<file path="src/rtl/sd_spi_master.sv">
// sd_spi_master: memory-mapped SPI (mode 0, MSB first) master for the SD card.
// Four byte registers behind the CPU decoder; spi_ack stalls the CPU while a
// byte is in flight, except for STATUS which always answers immediately.
module sd_spi_master #(
    parameter logic [7:0] DIV_DEFAULT = 8'd63
) (
    input  logic       clk,
    input  logic       reset,
    input  logic [1:0] addr,
    input  logic [7:0] wdata,
    input  logic       spi_stb,
    input  logic       spi_wr,
    output logic       spi_ack,
    output logic [7:0] spi_data,
    output logic       sd_sclk,
    output logic       sd_mosi,
    input  logic       sd_miso,
    output logic       sd_cs_n
);

    typedef enum logic [1:0] {IDLE, LOW, HIGH} state_t;

    localparam logic [1:0] A_DATA   = 2'd0;
    localparam logic [1:0] A_STATUS = 2'd1;
    localparam logic [1:0] A_CTRL   = 2'd2;
    localparam logic [1:0] A_CLKDIV = 2'd3;

    state_t     state, state_nx;
    logic       busy;
    logic       cs;
    logic [7:0] clkdiv;
    logic [7:0] rxbuf;
    logic [7:0] shift;
    logic [2:0] bitcnt;
    logic [7:0] divcnt;
    logic       rxbit;

    logic       accept, wr_acc, rd_acc, start, div_zero;
    logic [7:0] rd_mux;

    // STATUS is never stalled so software can poll busy mid-byte.
    assign spi_ack  = ~spi_stb | ~busy | (addr == A_STATUS);
    assign accept   = spi_stb & spi_ack;
    assign wr_acc   = accept & spi_wr;
    assign rd_acc   = accept & ~spi_wr;
    assign start    = wr_acc & (addr == A_DATA) & (state == IDLE);
    assign div_zero = (divcnt == 8'd0);
    assign sd_cs_n  = ~cs;

    // Read mux of the register selected by addr
    always_comb begin
        rd_mux = 8'h00;
        case (addr)
            A_DATA:   rd_mux = rxbuf;
            A_STATUS: rd_mux = {6'b0, cs, busy};
            A_CTRL:   rd_mux = {7'b0, cs};
            A_CLKDIV: rd_mux = clkdiv;
            default:  rd_mux = 8'h00;
        endcase
    end

    // Transfer FSM state register
    always_ff @(posedge clk or negedge reset) begin
        if (!reset) state <= IDLE;
        else        state <= state_nx;
    end

    // Transfer FSM next state: each SCLK phase lasts CLKDIV+1 cycles
    always_comb begin
        state_nx = state;
        case (state)
            IDLE:    if (start) state_nx = LOW;
            LOW:     if (div_zero) state_nx = HIGH;
            HIGH:    if (div_zero) state_nx = (bitcnt == 3'd0) ? IDLE : LOW;
            default: state_nx = IDLE;
        endcase
    end

    // Shifter, divider and SPI pins; MOSI only moves at start or on SCLK fall
    always_ff @(posedge clk or negedge reset) begin
        if (!reset) begin
            busy    <= 1'b0;
            sd_sclk <= 1'b0;
            sd_mosi <= 1'b1;
            shift   <= 8'h00;
            bitcnt  <= 3'd0;
            divcnt  <= 8'd0;
            rxbit   <= 1'b0;
            rxbuf   <= 8'h00;
        end else begin
            case (state)
                IDLE: begin
                    if (start) begin
                        shift   <= wdata;
                        bitcnt  <= 3'd7;
                        divcnt  <= clkdiv;
                        busy    <= 1'b1;
                        sd_mosi <= wdata[7];
                        sd_sclk <= 1'b0;
                    end
                end
                LOW: begin
                    if (div_zero) begin
                        sd_sclk <= 1'b1;
                        rxbit   <= sd_miso;
                        divcnt  <= clkdiv;
                    end else begin
                        divcnt  <= divcnt - 8'd1;
                    end
                end
                HIGH: begin
                    if (div_zero) begin
                        sd_sclk <= 1'b0;
                        shift   <= {shift[6:0], rxbit};
                        divcnt  <= clkdiv;
                        if (bitcnt == 3'd0) begin
                            rxbuf   <= {shift[6:0], rxbit};
                            busy    <= 1'b0;
                            sd_mosi <= 1'b1;
                        end else begin
                            bitcnt  <= bitcnt - 3'd1;
                            sd_mosi <= shift[6];
                        end
                    end else begin
                        divcnt  <= divcnt - 8'd1;
                    end
                end
                default: ;
            endcase
        end
    end

    // CTRL/CLKDIV writes; ack gating keeps these from landing mid-byte
    always_ff @(posedge clk or negedge reset) begin
        if (!reset) begin
            cs     <= 1'b0;
            clkdiv <= DIV_DEFAULT;
        end else if (wr_acc) begin
            if (addr == A_CTRL)   cs     <= wdata[0];
            if (addr == A_CLKDIV) clkdiv <= wdata;
        end
    end

    // Read data register, updated only by accepted reads
    always_ff @(posedge clk or negedge reset) begin
        if (!reset)      spi_data <= 8'h00;
        else if (rd_acc) spi_data <= rd_mux;
    end

endmodule

</file>
<file path="config.mk">
export PLATFORM = sky130hd
export DESIGN_NAME = sd_spi_master
export DESIGN_NICKNAME = d
export VERILOG_FILES = /design/src/rtl/sd_spi_master.sv
export SDC_FILE = /design/constraint.sdc
export NUM_CORES = 1
export LEC_CHECK = 0
export CELL_PAD_IN_SITES_DETAIL_PLACEMENT = 1
export CELL_PAD_IN_SITES_GLOBAL_PLACEMENT = 1
export CORE_UTILIZATION = 30
export DETAILED_ROUTE_END_ITERATION = 10
export PLACE_DENSITY_LB_ADDON = 0.1
export SYNTH_ARGS = -nofsm -noshare
export SYNTH_HDL_FRONTEND = slang
export SYNTH_SLANG_ARGS = --single-unit
</file>
<file path="constraint.sdc">
create_clock -name clk -period 2.2 [get_ports clk]
set_clock_uncertainty 0.1 [all_clocks]
set_input_delay 0.33 -clock clk [delete_from_list [all_inputs] [get_ports clk]]
set_output_delay 0.33 -clock clk [all_outputs]
set_load 0.01 [all_outputs]
</file>
==> reports/results.env, run 1 <==
STATUS='completed'
CTSHTREEMAXLEVEL=2
GRT_ANTENNA_BEFORE_REPAIR=0
HPWL_MM=5.14
CTS_ROOT_BUFFER='sky130_fd_sc_hd__clkbuf_8'
FRACTION_OF_FINAL_LAYOUT_CELLS_WITH_DRIVE_STRENGTH_GREATER_THAN_1=0.307
NETLIST.TOP_CELL.BY_AREA='sky130_fd_sc_hd__dfrtp_1'
GPL_WTD_CONG=0.763
N_ANTENNA_CELL=0
NUMPORTBUFFERS=26
GRT_PASS1_VIAS=2148
FIRST_PASS_GRT_WIRE_LENGTH_MM=11.4
ROUTE.DETAILED.WL_PER_INST_UM=17.5
ANTENNA_LEFT=0
GRT_REMAINING_OVERFLOW=0
SYNTH_TOP_CELL_AREA_SHARE=0.406
HIGHEST_FANOUT_SEEN_ON_THE_CRITICAL_PATH=4
WORSTPATHARRIVAL_NS=2.17
WORST_PIN_SLEW_NS=0.648
CAP_VIOL_MAX_COUNT=0
WORST_SETUP_PATH_END_KIND='flip-flop'
MAX_CLOCK_FREQ_GHz=0.482
STD_CELL_ROWS=33
FP.DIEW_UM=94.9
FINAL_MIN_PERIOD_OVER_CLOCK_PERIOD=0.943
SETUP_VIOL_COUNT_FINAL=0
UTILIZATION=0.394
NUM_CLOCK_SINKS=49
GRT.TOTAL_USAGE=0.169
AGGREGATE_ROUTED_WIRE_LENGTH_MM=6.84
MAPPEDNETLISTNETS=257
ROUTE.DETAILED.DRC=0
SYNTH-EDFF-COUNT=0
MAPPEDNETLISTAREA_UM2=2590
FINAL_INSTANCE_COUNT_EXCL_FILLERS=392
DR.FIRST_ITER.DRC_COUNT=62
MIN_PERIOD_NS=2.07
CTS_TREE='yes'
SYN-MEAN-INSTANCE-AREA_UM2=11.1
SYNTH-MAIN-FF-CELL='sky130_fd_sc_hd__dfrtp_1'
CLOCK_TREE.BUFFER_DEPTH=2
GRT_START_MAX_NET_PINS=50
REG2REG_SETUP_SLACK_NS=0.13
TIMING.FINAL.HOLD_VIOLATIONS=0
POSTCTSHOLDBUFS=0
LEAKAGE_POWER_uW=0.00141
NNETSFINAL=309
WORSTSETUPSTARTPOINTTYPE='flip-flop'
PLACEMENT.CELL_AREA_UM2=3140
SYNTH_MOST_COMMON_CELL='sky130_fd_sc_hd__dfrtp_1'
AREA_GROWTH_SYN_TO_LAYOUT_PCT=26.2
DESIGN.DIE.AREA_UM2=9010
SYNTH-SEQ-CELLS=49
N_FILL_CELL=950
SYNTHTOPCELLSBYCOUNT='sky130_fd_sc_hd__dfrtp_1 (42), sky130_fd_sc_hd__mux2_2 (33), sky130_fd_sc_hd__a21oi_1 (18)'
POSTSYNTH.ASYNCRESETSHARE=1.00
SYNTH.AREA.TOP_CELLS='sky130_fd_sc_hd__dfrtp_1 (41%), sky130_fd_sc_hd__mux2_2 (14%), sky130_fd_sc_hd__dfstp_2 (7.1%)'
FLOORPLAN.DIE.HEIGHT_UM=94.9
FINAL-MAX-SLEW-VIOLATION-COUNT=0
YOSYS_WARNINGS=0
PATH_CLK_SLEW_NS=0.11
DISTINCT_CELL_TYPE_COUNT_AFTER_SYNTHESIS=53
NORMALIZED_MAX_SLEW_MARGIN=0.568
WORST_IR_DROP_VDD_mV=0.414
IOPINCOUNT=27
START_UTIL=0.312
CP_DATA_REQUIRED_TIME_NS=2.29
CTS_INSERTED_BUFFERS=5
PLACE_INST=383
ROUTED_VIA_DENSITY=5.08
CORE_REGION_AREA_UM2=8300
POWER_DENSITY_nW_PER_UM2=1360
DETAILEDROUTE.FIRSTPASSITERATIONCOUNT=4
DR_TOTAL_VIAS=1993
RR_ENDPOINT='rxbit'
SYNTH_SEQUENTIAL_AREA_RATIO=0.477
DESIGN_AREA_UM2=3270
R2R_START='divcnt[1]'
HOLD_PATH.CLASS='input pin to async pin'
TIMING.HOLD.WS_NS=0.0117
CRITICAL_PATH_START_END_CLASSIFICATION='flip-flop to flip-flop'
SYNTHCELLS=234
R2R_CELLS=7
CLK_LATENCY_NS=0.31
[through the flow]
step,setup TNS [ns],setup WS (ns),power [µW]
finish,0,0.126,4460
global route,-0.0173,-0.00811,4860
CTS,0,0.0347,4480
detailed placement,0,0.0737,3860
global placement,0,0.0879,3830
floorplan,0,0.0696,2880
[how the worst max path moves through the flow]
| stage | slack, ns | start | endpoint |
|---|---|---|---|
| floorplan | 0.07 | divcnt[0] | shift[0] |
| global placement | 0.09 | spi_wr | shift[2] |
| detailed placement | 0.07 | spi_wr | shift[0] |
| CTS | 0.03 | divcnt[0] | shift[0] |
| global route | -0.008 | divcnt[0] | shift[0] |
| finish | 0.13 | divcnt[1] | rxbit |
[layout make-up]
type | instances | area [µm²] | area share
Sequential cell | 49 | 1230 | 0.378
Tap cell | 105 | 131 | 0.0402
Clock buffer | 5 | 68.8 | 0.0211
Timing Repair Buffer | 53 | 470 | 0.144
Clock inverter | 3 | 28.8 | 0.00881
Inverter | 14 | 52.6 | 0.0161
Multi-Input combinational cell | 163 | 1280 | 0.392
[cells by family after synthesis]
group                      share of synthesized area
buffers and inverters                         0.0391
and+or+nand+nor                                0.127
AOI/OAI and AO/OA                              0.155
DFF                                            0.477
muxes                                          0.164
adders and majority gates                     0.0386
[critical path, cell delays in order (launching register included)]
cell,delay [ns]
sky130_fd_sc_hd__dfrtp_1,0.39
sky130_fd_sc_hd__inv_1,0.11
sky130_fd_sc_hd__ha_4,0.16
sky130_fd_sc_hd__or4b_4,0.50
sky130_fd_sc_hd__nor2_4,0.18
sky130_fd_sc_hd__buf_4,0.16
sky130_fd_sc_hd__nand2_1,0.09
sky130_fd_sc_hd__mux2_2,0.28
[power by group]
| part | total, µW | switching [µW] | leakage [µW] | internal [µW] |
|---|---|---|---|---|
| logic | 2320 | 1110 | 0.000777 | 1210 |
| registers | 1550 | 289 | 0.000582 | 1260 |
| clock network | 588 | 350 | 0.0000506 | 239 |
[placed cells by master, fill, tap and decap left out, types with 2 or more instances in the layout]
cell,Yosys,layout
sky130_fd_sc_hd__a21oi_1,18,18
sky130_fd_sc_hd__a22oi_1,8,8
sky130_fd_sc_hd__a2bb2oi_1,2,2
sky130_fd_sc_hd__a32oi_1,2,2
sky130_fd_sc_hd__and2_1,2,2
sky130_fd_sc_hd__and3b_1,2,2
sky130_fd_sc_hd__buf_4,2,26
sky130_fd_sc_hd__clkbuf_8,0,5
sky130_fd_sc_hd__clkdlybuf4s50_1,0,25
sky130_fd_sc_hd__dfrtp_1,42,42
sky130_fd_sc_hd__dfstp_2,7,7
sky130_fd_sc_hd__ha_1,8,7
sky130_fd_sc_hd__inv_1,14,14
sky130_fd_sc_hd__mux2_2,33,33
sky130_fd_sc_hd__mux2i_1,3,3
sky130_fd_sc_hd__nand2_1,8,8
sky130_fd_sc_hd__nand2b_1,2,2
sky130_fd_sc_hd__nand3_1,5,5
sky130_fd_sc_hd__nor2_1,17,17
sky130_fd_sc_hd__nor2b_1,2,2
sky130_fd_sc_hd__nor3_1,4,4
sky130_fd_sc_hd__nor4_1,2,2
sky130_fd_sc_hd__o21ai_0,14,14
sky130_fd_sc_hd__o2bb2ai_1,3,3
[per-layer routing]
layer	global-route usage	share of wire	wire length, µm	vias to the layer above
li1	-	-	-	963
met1	0.233	0.50	3410	1008
met2	0.278	0.48	3260	20
met3	0.0282	0.021	142	2
met4	0.0379	0.0044	30	0
met5	0	0	0	-
[flip-flops by register name (all words and copies together) (netlist names), 2 cells and up]
register  cells
clkdiv        8
divcnt        8
rxbuf         8
spi_data      8
shift         7
bitcnt        3
state         2
[repair_timing]
item,in CTS,in global routing
setup buffers,0,1
hold endpoints to repair,0,0
gates resized for setup,0,4
setup endpoints to repair,0,11
Note: power is estimated with default switching activity, not from simulation.
==> inputs of run 2 (changes only) <==
Settings changed: HOLD_SLACK_MARGIN set to 0.06.
==> run 2 against run 1 <==
Net effect:
- sequential power hardly changed
- clock-buffer cell count unchanged
- cell count rose by 0.26%
- largest power group unchanged
==> reports/results.env, run 2 (synthesis gave the netlist of run 1 again) <==
IOPINCOUNT=27  # unchanged
POWER_FRAC_COMB=0.521  # about the same
CAP_VIOL_MAX_COUNT=0  # unchanged
SWSHARE=0.391  # about the same
START_UTIL=0.312  # unchanged
FINAL_MIN_PERIOD_OVER_CLOCK_PERIOD=0.943  # about the same
CRITICAL_PATH_START_END_CLASSIFICATION='flip-flop to flip-flop'
CORE_REGION_AREA_UM2=8300  # unchanged
ANTENNA_LEFT=0  # unchanged
CLOCK_TREE.BUFFER_DEPTH=2  # unchanged
PRECTSSETUPSLACK_NS=0.0737  # unchanged
INTERNAL_POWER_uW=2710  # about the same
NORMALIZED_MAX_SLEW_MARGIN=0.568  # about the same
NUM_CLOCK_SINKS=49  # unchanged
DETAILEDROUTE.FIRSTPASSITERATIONCOUNT=4  # unchanged
ROUTED_VIA_DENSITY=5.08  # -0.10%
POWER.SWITCHING_uW=1750  # about the same
DR.FIRST_ITER.DRC_COUNT=76  # +23%
WORST_PIN_SLEW_NS=0.648  # -0.0000144 ns
CLK_LATENCY_NS=0.31  # about the same
AREA_GROWTH_SYN_TO_LAYOUT_PCT=26.6
STATUS='completed'
DESIGN_AREA_UM2=3280  # +0.31%
WORSTPATHARRIVAL_NS=2.17  # about the same
UTILIZATION=0.395  # +0.00121
FRACTION_OF_FINAL_LAYOUT_CELLS_WITH_DRIVE_STRENGTH_GREATER_THAN_1=0.306  # -0.00106
GRT_PASS1_VIAS=2148  # unchanged
POWER.SHARE.CLOCK=0.132  # about the same
DESIGN.DIE.AREA_UM2=9010  # unchanged
STD_CELL_ROWS=33  # unchanged
MIN_DELAY_WORST_ENDPOINT='rxbuf[0]'
PLACEMENT.CELL_AREA_UM2=3140  # unchanged
FINAL_INSTANCE_COUNT_EXCL_FILLERS=393  # +0.26%
N_FILL_CELL=950  # unchanged
RR_ENDPOINT='rxbit'
PATH_CLK_SLEW_NS=0.10  # about the same
N_ANTENNA_CELL=0  # unchanged
FP.DIEW_UM=94.9  # unchanged
DR_TOTAL_VIAS=1996  # +0.15%
FINAL-MAX-SLEW-VIOLATION-COUNT=0  # unchanged
GRT_REMAINING_OVERFLOW=0  # unchanged
MIN-DELAY-START='rxbuf[0]'
FIRST_PASS_GRT_WIRE_LENGTH_MM=11.4  # unchanged
GRT.TOTAL_USAGE=0.169  # unchanged
LAYOUT.CELLS.MOST_COMMON_LIST='sky130_fd_sc_hd__dfrtp_1 (42), sky130_fd_sc_hd__mux2_2 (33), sky130_fd_sc_hd__buf_4 (26), sky130_fd_sc_hd__clkdlybuf4s50_1 (25), sky130_fd_sc_hd__a21oi_1 (18)'
MIN_PATH_CELLS=1
HIGHEST_FANOUT_SEEN_ON_THE_CRITICAL_PATH=4  # unchanged
FLOORPLAN.DIE.HEIGHT_UM=94.9  # unchanged
MIN_PERIOD_NS=2.08  # +0.00101 ns
AGGREGATE_ROUTED_WIRE_LENGTH_MM=6.85  # +0.15%
R2R_CELLS=7  # unchanged
CP_DATA_REQUIRED_TIME_NS=2.29  # about the same
POWER_DENSITY_nW_PER_UM2=1360  # -0.27%
SETUP_VIOL_COUNT_FINAL=0  # unchanged
GRT_ANTENNA_BEFORE_REPAIR=0  # unchanged
CTSHTREEMAXLEVEL=2  # unchanged
ROUTE.DETAILED.WL_PER_INST_UM=17.4  # -0.11%
LEAKAGE_POWER_uW=0.00141  # +0.30%
WORST_SETUP_PATH_END_KIND='flip-flop'
TIMING.FINAL.HOLD_VIOLATIONS=0  # unchanged
MAX_CLOCK_FREQ_GHz=0.482  # about the same
GRT_START_MAX_NET_PINS=50  # unchanged
CTS_ROOT_BUFFER='sky130_fd_sc_hd__clkbuf_8'
DESIGN_POWER_TOTAL_uW=4460  # about the same
FOOTPRINT_OF_THE_MULTI_INPUT_GATES_UM2=1280  # unchanged
POWER.SEQUENTIAL.FRACTION=0.347  # about the same
SETUP_WS_NS=0.125  # -0.00101 ns
HPWL_MM=5.14  # unchanged
CTS_INSERTED_BUFFERS=5  # unchanged
REG2REG_SETUP_SLACK_NS=0.12  # about the same
WORSTSETUPSTARTPOINTTYPE='flip-flop'
GPL_WTD_CONG=0.763  # unchanged
R2R_START='divcnt[1]'
WORST_IR_DROP_VDD_mV=0.414  # unchanged
AREA.SEQUENTIAL_UM2=1230  # unchanged
CTS_TREE='yes'
HOLD_PATH.CLASS='flip-flop to flip-flop'
NNETSFINAL=310  # +0.32%
NUMPORTBUFFERS=26  # unchanged
PLACE_INST=383  # unchanged
ROUTE.DETAILED.DRC=0  # unchanged
MOST_COMMON_CELL_AFTER_LAYOUT_FILL_AND_TAPS_ASIDE='sky130_fd_sc_hd__dfrtp_1'
==> run 2: metrics by stage <==
| step | setup TNS, ns | hold WS, ns |
|---|---|---|
| final | 0 | 0.413 |
| after global routing | -0.0173 | 0.431 |
| after CTS | 0 | 0.418 |
| after detailed placement | 0 | 0.395 |
| after global placement | 0 | 0.387 |
| after floorplan | 0 | -0.0656 |
==> run 2: critical path, cell delays in order, from the launching register on <==
cell and delay (ns):
sky130_fd_sc_hd__dfrtp_1 0.39, sky130_fd_sc_hd__inv_1 0.11, sky130_fd_sc_hd__ha_4 0.16, sky130_fd_sc_hd__or4b_4 0.50, sky130_fd_sc_hd__nor2_4 0.18, sky130_fd_sc_hd__buf_4 0.16
sky130_fd_sc_hd__nand2_1 0.09, sky130_fd_sc_hd__mux2_2 0.28
==> run 2: power by group through the flow <==
stage                     sequential [µW]  clock [µW]  combinational, µW
after detailed placement             1560           0               2300
final                                1550         588               2320
after floorplan                      1500           0               1370
after global routing                 1610         662               2590
after CTS                            1550         624               2310
after global placement               1560           0               2280
==> run 2: worst max-delay path by stage <==
stage	start	end
6_report	divcnt[1]	rxbit
2_1_floorplan	divcnt[0]	shift[0]
5_1_grt	divcnt[0]	shift[0]
3_3_place_gp	spi_wr	shift[2]
3_5_place_dp	spi_wr	shift[0]
4_1_cts	divcnt[0]	shift[0]
==> run 2: layout make-up <==
class	count	area share
clock inverters	3	0.00878
multi-input cells	163	0.391
repair buffers	54	0.147
inverters	14	0.0160
flip-flops and latches	49	0.377
clock buffers	5	0.0210
well taps	105	0.0401
==> run 2: per-layer routing <==
| layer | up-vias | wire length (µm) | global-route usage |
|---|---|---|---|
| li1 | 965 | - | - |
| met1 | 1009 | 3410 | 0.233 |
| met2 | 20 | 3270 | 0.278 |
| met3 | 2 | 142 | 0.0282 |
| met4 | 0 | 30 | 0.0379 |
| met5 | - | 0 | 0 |
==> run 2: timing repair <==
| action | in CTS | in global routing |
|---|---|---|
| endpoints found under the hold margin | 34 | 0 |
| setup buffers | 0 | 1 |
| setup endpoints to repair | 0 | 11 |
| gates resized for setup | 0 | 4 |
| hold buffers | 1 | 0 |
==> inputs of run 3 (changes only) <==
Settings changed: CAP_MARGIN set to 20, CORE_UTILIZATION 30 to 25.
==> run 3 against run 2 <==
Net effect:
- global-route usage down 2.9 points
- combinational power about the same
- critical endpoint is now rxbuf[1]
- sequential power about the same
- worst hold slack better by 0.0084 ns
- via count down 0.60%
- utilization down 6.0 points
- critical path type unchanged
- total power up 0.18%
- wire length up 2.7%
- highest routed layer unchanged
- die area up 20%
- critical path depth down 1
- non-clock buffer count down 4
==> reports/results.env, run 3 (synthesis gave the netlist of run 1 again) <==
START_UTIL=0.261  # -0.0507
STD_CELL_ROWS=36  # +9.1%
PATH_CLK_SLEW_NS=0.10  # about the same
CTS_ROOT_BUFFER='sky130_fd_sc_hd__clkbuf_8'
FINAL_INSTANCE_COUNT_EXCL_FILLERS=417  # +6.1%
FIRST_PASS_GRT_WIRE_LENGTH_MM=11.8  # +3.4%
AREA_GROWTH_SYN_TO_LAYOUT_PCT=28.1
LEAKAGE_POWER_uW=0.00140  # -0.71%
CLOCK_TREE.BUFFER_DEPTH=2  # unchanged
MOST_COMMON_CELL_AFTER_LAYOUT_FILL_AND_TAPS_ASIDE='sky130_fd_sc_hd__dfrtp_1'
DESIGN.DIE.AREA_UM2=10800  # +20%
FINAL-MAX-SLEW-VIOLATION-COUNT=0  # unchanged
FRACTION_OF_FINAL_LAYOUT_CELLS_WITH_DRIVE_STRENGTH_GREATER_THAN_1=0.306  # +0.000782
TIMING.FINAL.HOLD_VIOLATIONS=0  # unchanged
POWER_DENSITY_nW_PER_UM2=1350  # -1.0%
PLACE_INST=407  # +6.3%
TIMING.CRITICAL_PATH.SLOWEST_CELL_DELAY_NS=0.50  # about the same
WORST_PIN_SLEW_NS=0.449  # -0.198 ns
WORST_SETUP_PATH_STARTPOINT='divcnt[1]'
GLOBALROUTEMET3UTIL=0.0233  # -0.00490
GRT_SETUP_UNREPAIRED='no'
BUSIEST_LAYER='met2'
GROUTE.LAYER.MET2.USAGE=0.229  # -0.0484
CRIT_FAMILY='simple AND/OR/NAND/NOR gates'
CTS_INSERTED_BUFFERS=5  # unchanged
IOPINCOUNT=27  # unchanged
DETAILEDROUTE.FIRSTPASSITERATIONCOUNT=4  # unchanged
FP.DIEW_UM=104  # +9.3%
FINAL_MIN_PERIOD_OVER_CLOCK_PERIOD=0.956  # +0.0129
GR_MET1_DEMAND_RESOURCE=0.197  # -0.0353
CRIT_PATH_CELL_TRACE='inv_2 > ha_4 > or4b_4 > nor2_4 > nand3_4 > mux2_4'
MIN_PERIOD_NS=2.10  # +0.0284 ns
CRIT_CELLS=6  # -1
WORSTPATHARRIVAL_NS=2.20  # +0.03 ns
FINALSETUPTNS_NS=0  # unchanged
WORSTSETUPSTARTPOINTTYPE='flip-flop'
WORST_SETUP_ENDPOINT='rxbuf[1]'
R2R_START='divcnt[1]'
HPWL_MM=5.30  # +3.1%
AGGREGATE_ROUTED_WIRE_LENGTH_MM=7.04  # +2.7%
CORE_REGION_AREA_UM2=9910  # +19%
GPL_WTD_CONG=0.749  # -1.9%
LAYOUT.CELLS.MOST_COMMON_LIST='sky130_fd_sc_hd__dfrtp_1 (42), sky130_fd_sc_hd__mux2_2 (32), sky130_fd_sc_hd__clkdlybuf4s50_1 (25), sky130_fd_sc_hd__buf_4 (19), sky130_fd_sc_hd__a21oi_1 (18)'
GRT_PASS1_VIAS=2118  # -1.4%
FLOORPLAN.DIE.HEIGHT_UM=104  # +9.3%
DR_TOTAL_VIAS=1984  # -0.60%
HOLD_PATH.CLASS='flip-flop to flip-flop'
R2R_CELLS=6  # -1
N_FILL_CELL=1120  # +18%
CAP_VIOL_MAX_COUNT=0  # unchanged
RR_ENDPOINT='rxbuf[1]'
CRITICAL_PATH.SLOWEST_CELL='sky130_fd_sc_hd__or4b_4'
SETUP_VIOL_COUNT_FINAL=0  # unchanged
STATUS='completed'
WORST_SETUP_PATH_END_KIND='flip-flop'
REG2REG_SETUP_SLACK_NS=0.1  # -0.03 ns
CP_DATA_REQUIRED_TIME_NS=2.29  # about the same
GRT_ANTENNA_BEFORE_REPAIR=0  # unchanged
NUM_CLOCK_SINKS=49  # unchanged
HIGHEST_FANOUT_SEEN_ON_THE_CRITICAL_PATH=8  # +4
NUMPORTBUFFERS=26  # unchanged
WORST_IR_DROP_VDD_mV=0.499  # +21%
NORMALIZED_MAX_SLEW_MARGIN=0.698  # +0.129
GRT_START_MAX_NET_PINS=50  # unchanged
DR.FIRST_ITER.DRC_COUNT=50  # -34%
MAX_CLOCK_FREQ_GHz=0.475  # -1.4%
CTSHTREEMAXLEVEL=2  # unchanged
NNETSFINAL=306  # -1.3%
ROUTE.DETAILED.WL_PER_INST_UM=16.9  # -3.2%
WORSTPATHBUFFERINVERTERCOUNT=1  # -1
ANTENNA_LEFT=0  # unchanged
GRT_REMAINING_OVERFLOW=0  # unchanged
ROUTE.DETAILED.DRC=0  # unchanged
ROUTED_VIA_DENSITY=4.76  # -6.3%
CTS_TREE='yes'
CRITICAL_PATH_START_END_CLASSIFICATION='flip-flop to flip-flop'
GRT.TOTAL_USAGE=0.140  # -0.0293
N_ANTENNA_CELL=0  # unchanged
CLK_LATENCY_NS=0.31  # about the same
[run 3: changes by cell type in the layout (fill, tap and decap cells not counted), moves of 2 or more]
cell / previous run / this run
sky130_fd_sc_hd__buf_4: 26 / 19
sky130_fd_sc_hd__buf_12: 1 / 4
sky130_fd_sc_hd__inv_1: 14 / 12
sky130_fd_sc_hd__inv_2: 0 / 2
[run 3: metrics by stage]
step	worst slack (ns)	hold WS [ns]	utilization	total power [µW]	area, µm²
global placement	0.0663	0.248	0.321	3870	3180
global route	0.0157	0.437	0.335	4860	3320
floorplan	0.0696	-0.0656	-	2880	2590
CTS	0.00555	0.422	0.332	4510	3290
finish	0.0962	0.421	0.335	4470	3320
detailed placement	0.0516	0.245	0.321	3890	3180
[run 3: worst register-to-register path: stages (launching register included)]
cell and delay (ns):
sky130_fd_sc_hd__dfrtp_1 0.40, sky130_fd_sc_hd__inv_2 0.09, sky130_fd_sc_hd__ha_4 0.14, sky130_fd_sc_hd__or4b_4 0.50, sky130_fd_sc_hd__nor2_4 0.21, sky130_fd_sc_hd__nand3_4 0.20
sky130_fd_sc_hd__mux2_4 0.35
[run 3: how the worst min path moves through the flow]
| stage | from | end | slack [ns] | depth (start not counted) |
|---|---|---|---|---|
| final | rxbuf[7] | rxbuf[7] | 0.42 | 1 |
| after global routing | rxbuf[7] | rxbuf[7] | 0.44 | 1 |
| after CTS | rxbuf[7] | rxbuf[7] | 0.42 | 1 |
| after detailed placement | reset | bitcnt[2] | 0.24 | 2 |
| after global placement | reset | bitcnt[2] | 0.25 | 2 |
| after floorplan | reset | bitcnt[0] | -0.07 | 0 |
[run 3: routing by layer]
| layer | wire length [µm] | up-vias |
|---|---|---|
| li1 | - | 961 |
| met1 | 3550 | 998 |
| met2 | 3310 | 23 |
| met3 | 143 | 2 |
| met4 | 34 | 0 |
| met5 | 0 | - |
[run 3: where the power goes]
group | internal (µW) | switching, µW
clock network | 239 | 352
registers | 1260 | 289
logic | 1200 | 1130
total | 2700 | 1770
[run 3: area by class of cell]
cell class                 instances  area (µm²)  share of cell area
sequential                        49        1230               0.372
tap                              133         166              0.0502
clock inverter                     3        28.8             0.00867
inverter                          14        52.6              0.0158
multi-input combinational        163        1280               0.385
timing repair buffer              50         488               0.147
clock buffer                       5        68.8              0.0207
[run 3: repair_timing]
item / in CTS / in global routing
setup endpoints to repair: 0 / 19
setup buffers: 0 / 1
gates resized for setup: 0 / 7
hold buffers: 1 / 0
endpoints found under the hold margin: 42 / 0
